<file path="config.mk">
export PLATFORM = sky130hd
export DESIGN_NAME = rice_core_register_file_mp
export DESIGN_NICKNAME = d
export VERILOG_FILES = /design/src/rtl/rice_core_register_file_mp.sv
export SDC_FILE = /design/constraint.sdc
export NUM_CORES = 2
export LEC_CHECK = 0
export CAP_MARGIN = 5
export CELL_PAD_IN_SITES_DETAIL_PLACEMENT = 1
export CELL_PAD_IN_SITES_GLOBAL_PLACEMENT = 1
export CORE_MARGIN = 1
export CORE_UTILIZATION = 50
export CTS_BUF_LIST = sky130_fd_sc_hd__clkbuf_2
export DETAILED_ROUTE_END_ITERATION = 10
export PLACE_DENSITY = 0.78
export SLEW_MARGIN = 10
export SYNTH_ARGS = -nofsm -noshare
export SYNTH_HDL_FRONTEND = slang
export SYNTH_SLANG_ARGS = --single-unit
</file>
<file path="constraint.sdc">
create_clock -name i_clk -period 6.96 [get_ports i_clk]
set_input_delay 2.088 -clock i_clk [delete_from_list [all_inputs] [get_ports i_clk]]
set_output_delay 2.088 -clock i_clk [all_outputs]
set_load 0.005 [all_outputs]
</file>
<file path="src/rtl/rice_core_register_file_mp.sv">
// Multi-ported integer register file with write-to-read bypass, a busy scoreboard
// and a post-reset clear sequencer that zeroes x1..x31 before the file reports ready.
module rice_core_register_file_mp #(
  parameter int XLEN   = 32,
  parameter int NUM_RD = 2,
  parameter int NUM_WR = 1,
  parameter int BYPASS = 1
) (
  input  logic                     i_clk,
  input  logic                     i_rst,
  output logic                     o_ready,
  input  logic [NUM_RD*5-1:0]      i_rs_addr,
  output logic [NUM_RD*XLEN-1:0]   o_rs_value,
  output logic [NUM_RD-1:0]        o_rs_busy,
  input  logic [NUM_WR-1:0]        i_wr_valid,
  input  logic [NUM_WR*5-1:0]      i_wr_rd,
  input  logic [NUM_WR*XLEN-1:0]   i_wr_value,
  input  logic                     i_alloc_valid,
  input  logic [4:0]               i_alloc_rd
);

  typedef enum logic {CLEAR, RUN} state_e;

  state_e          state_q, state_d;
  logic [4:0]      clear_idx_q, clear_idx_d;
  logic            ready_q, ready_d;
  logic [31:0]     busy_q, busy_d;
  logic [XLEN-1:0] regs_q [32];
  logic [XLEN-1:0] regs_d [32];
  logic            run;

  assign run     = (state_q == RUN);
  assign o_ready = ready_q;

  always_comb begin
    state_d     = state_q;
    clear_idx_d = clear_idx_q;
    ready_d     = ready_q;
    busy_d      = busy_q;
    regs_d      = regs_q;
    if (!run) begin
      regs_d[clear_idx_q] = '0;
      clear_idx_d         = clear_idx_q + 5'd1;
      if (clear_idx_q == 5'd31) begin
        state_d = RUN;
        ready_d = 1'b1;
      end
    end else begin
      // Ascending port order makes the highest-indexed writer win.
      for (int w = 0; w < NUM_WR; w++) begin
        if (i_wr_valid[w] && (i_wr_rd[5*w +: 5] != 5'd0)) begin
          regs_d[i_wr_rd[5*w +: 5]] = i_wr_value[XLEN*w +: XLEN];
          busy_d[i_wr_rd[5*w +: 5]] = 1'b0;
        end
      end
      // A new producer allocated in the same cycle as a completing write keeps busy set.
      if (i_alloc_valid && (i_alloc_rd != 5'd0)) busy_d[i_alloc_rd] = 1'b1;
    end
  end

  always_ff @(posedge i_clk) begin
    if (i_rst) begin
      state_q     <= CLEAR;
      clear_idx_q <= 5'd1;
      ready_q     <= 1'b0;
      busy_q      <= '0;
    end else begin
      state_q     <= state_d;
      clear_idx_q <= clear_idx_d;
      ready_q     <= ready_d;
      busy_q      <= busy_d;
    end
  end

  // Storage is never reset; the sequencer zeroes it after every reset.
  always_ff @(posedge i_clk) begin
    regs_q <= regs_d;
  end

  logic [4:0]      rd_addr;
  logic [XLEN-1:0] rd_val;
  logic            rd_busy;
  logic            wr_hit;
  logic            alloc_hit;

  always_comb begin
    o_rs_value = '0;
    o_rs_busy  = '0;
    rd_addr    = '0;
    rd_val     = '0;
    rd_busy    = 1'b0;
    wr_hit     = 1'b0;
    alloc_hit  = 1'b0;
    for (int p = 0; p < NUM_RD; p++) begin
      rd_addr   = i_rs_addr[5*p +: 5];
      rd_val    = regs_q[rd_addr];
      rd_busy   = busy_q[rd_addr];
      wr_hit    = 1'b0;
      alloc_hit = i_alloc_valid && (i_alloc_rd == rd_addr);
      if (BYPASS != 0) begin
        for (int w = 0; w < NUM_WR; w++) begin
          if (i_wr_valid[w] && (i_wr_rd[5*w +: 5] == rd_addr)) begin
            rd_val = i_wr_value[XLEN*w +: XLEN];
            wr_hit = 1'b1;
          end
        end
      end
      if (wr_hit && !alloc_hit) rd_busy = 1'b0;
      if (!run || (rd_addr == 5'd0)) begin
        rd_val  = '0;
        rd_busy = 1'b0;
      end
      o_rs_value[XLEN*p +: XLEN] = rd_val;
      o_rs_busy[p]               = rd_busy;
    end
  end

endmodule

</file>
==> metrics.cfg <==
[outcome]
status = finished with violations
violations = setup timing

[yosys]
synthCells = 5255
synth_seq_cells = 1063
async_reset_ff_share_pct = 0
ys_seq_area_share_pct = 51.3
yosysWarnings = 0
synth_top_area_share_pct = 50.1
avgSynthCellArea_um2 = 11.7
synth_edf_count = 1024
syn-cell-area_mm2 = 0.0614
synth_area_leaders = edfxtp_1 (50%), mux4_2 (14%), o21ai_0 (8.0%)
syn_nets = 5316
ys_types = 51
ys.flop_type = edfxtp_1
synth_top_cell_by_area = edfxtp_1

[hold_path]
hold_depth = 2
min_path_type = register to register
whs_endpoint = busy_q[16]
hold_start = busy_q[16]

[finish]
nets = 5614
syn2layout_area_growth_pct = 13.1
final_common_cell = nand2_1
final_core_util_pct = 57.0
drive_above_1_share_pct = 24.8
final_cell_mix = nand2_1 (1038), edfxtp_1 (1024), o21ai_0 (958), clkbuf_2 (445), mux4_2 (369)
postLayoutCellArea_mm2 = 0.0695

[worst_setup_path]
crit_type = input port to output pin
cp.buffers_inverters = 5
r2r_end = regs_q[222]
critPathLaunchType = input port
crit_required_ns = 4.87
critPathTopFamily = buffers and inverters
rrSetupSlack_ns = 3.18
cp_slowest_cell = a21oi_1
crit_chain = clkdlybuf4s50_1, buf_4, xnor2_1, nand2_1, o211ai_1, buf_12, buf_12, a21oi_1, a221o_1, clkdlybuf4s50_1
rr_worst_depth = 4
crit_path_end_kind = output pin
slowest_delay_ns = 0.54
cp.arrival_ns = 4.98
path_max_fanout = 16
rr_startpoint = run

[timing]
tightestPinTransition_ns = 1.36
finalWorstSetupSlack_ns = -0.113
drv_slew = 0
rsz0062_at_grt = true
relSlewSlack_pct = 8.94
setup_violations = 15
min_period_ns = 7.07
period_share_pct = 102
fmax_mhz = 141
skew_ns = 0.0635
finalHoldViolCount = 0
setup_tns_ns = -0.681

[grt]
grtUsageTotal_pct = 41.6
gr-total-overflow = 0
grt_pass1_wl_mm = 378
grt_pass1_vias = 56200
grt_max_degree = 75
antenna_found_initial = 5

[clock_network]
cts.sinks = 1063
cts_buffer_depth = 4
cts_hold_buffers = 0
root_buffer = clkbuf_2
tritoncts = done
numCtsBuffers = 304
insertion_delay_ns = 1.69
clkTransAtPathRegs_ns = 0.10
htreeDepth = 5

[floorplanning]
core_area_mm2 = 0.122
die_w_um = 352
start_util_pct = 50.4
ios = 123
die_y_um = 352
rows = 128
die_area_mm2 = 0.124

[pwr]
cellPowerDensity_mw_per_mm2 = 238
power.share.switching_pct = 31.8
seqPwrFrac_pct = 53.9
p_int_mw = 11.3
p_leak_nw = 26.9
vdd_ir_drop_max_mv = 0.161
netSwitchingPower_mw = 5.26
p_comb_share_pct = 18.3
clock_power_share_pct = 27.8

[routing]
avgViaCountPerCell = 7.36
drt-wirelength-per-cell_um = 35.9
vias = 54300
first_pass_iters = 7
first_iter_violations = 8379
wirelength_mm = 264
drc = 0
ant_nets = 0

[placement]
pre_cts_slack_ns = -0.242
place.gp.congestion = 0.922
place_area_mm2 = 0.0667
place_hpwl_mm = 159
port_buffers = 122

[job]
cap_violations = 0

-- layout make-up --
type	instances	area, um2
Inverter	9	33.8
Fill cell	12700	52400
Timing Repair Buffer	516	4900
Antenna cell	6	15.0
Sequential cell	1063	31500
Multi-Input combinational cell	3659	28500
Clock inverter	48	213
Clock buffer	445	2230
Tap cell	1625	2030
-- power by group through the flow --
stage	Clock (mW)	Sequential, mW	Combinational (mW)
after detailed placement	0	9.00	2.89
final	4.59	8.91	3.02
after CTS	4.57	8.86	2.91
after global placement	0	8.88	2.72
after global routing	4.85	8.99	3.18
after floorplan	0	8.68	1.93
-- worst min-delay path: stages, from the launching register on --
cell     delay, ns
dfxtp_1       0.33
o21ai_0       0.07
a21oi_1       0.06
-- flip-flops by register name, indices dropped and copies added (netlist names) --
name and count:
o_ready 1, regs_q 1024, busy_q 32, run 1, clear_idx_q 5
-- worst max-delay path by stage --
stage	start	to	slack, ns	depth (start not counted)
finish	i_wr_rd[4]	o_rs_value[49]	-0.11	10
global route	i_wr_rd[4]	o_rs_value[4]	-0.08	9
CTS	i_rs_addr[5]	o_rs_value[33]	0.009	9
detailed placement	i_rs_addr[5]	o_rs_value[33]	-0.24	9
global placement	i_rs_addr[5]	o_rs_value[42]	-0.19	9
floorplan	i_rs_addr[6]	o_rs_busy[1]	1.24	9
-- metrics by stage --
stage               total power, mW  hold slack [ns]  std cells
floorplan                      10.6            0.451       5255
global placement               11.6            0.468       6867
detailed placement             11.9            0.482       6867
CTS                            16.3            0.497       7360
global route                   17.0            0.506       7369
finish                         16.5            0.503       7371
-- Yosys cell counts, types with 4 or more instances --
master    count
nand2_1    1043
edfxtp_1   1024
o21ai_0     985
mux4_2      369
clkbuf_1    357
mux2i_1     322
a21oi_1     143
a221oi_1    129
a22o_1      128
a22oi_1     101
buf_2        91
nor2_1       68
mux2_2       62
a221o_1      61
dfxtp_1      39
and2_1       37
buf_6        32
o21bai_1     32
o221ai_1     31
o21ai_1      29
buf_4        28
a31oi_1      17
nor2b_1      17
buf_1        16
xor2_1       12
xnor2_1      11
inv_1         8
nand3_1       8
nor3_1        8
ha_1          5
nor4_1        5
nand2b_1      4
nand4_1       4
o31ai_1       4
-- routing by layer --
layer	share of wire [%]	track usage [%]	wire, um
met3	13	11.4	33200
met5	0.0049	0	13
met1	34	49.7	89400
met2	45	63.4	119000
met4	8.8	33.2	23300
-- kinds of logic after synthesis --
kind of cell    share of synthesized area (%)
compound gates                           16.5
xor+xnor                                0.328
fa+ha+maj                               0.102
buf+inv                                  4.01
flops                                    51.3
mux                                      19.9
simple gates                             7.81
-- what timing repair did --
action,CTS,global route
resized for setup,30,27
setup buffers,0,4
setup endpoints to repair,28,25
gates cloned,0,1
pin swaps,0,1
(Power assumes the default switching activity.)
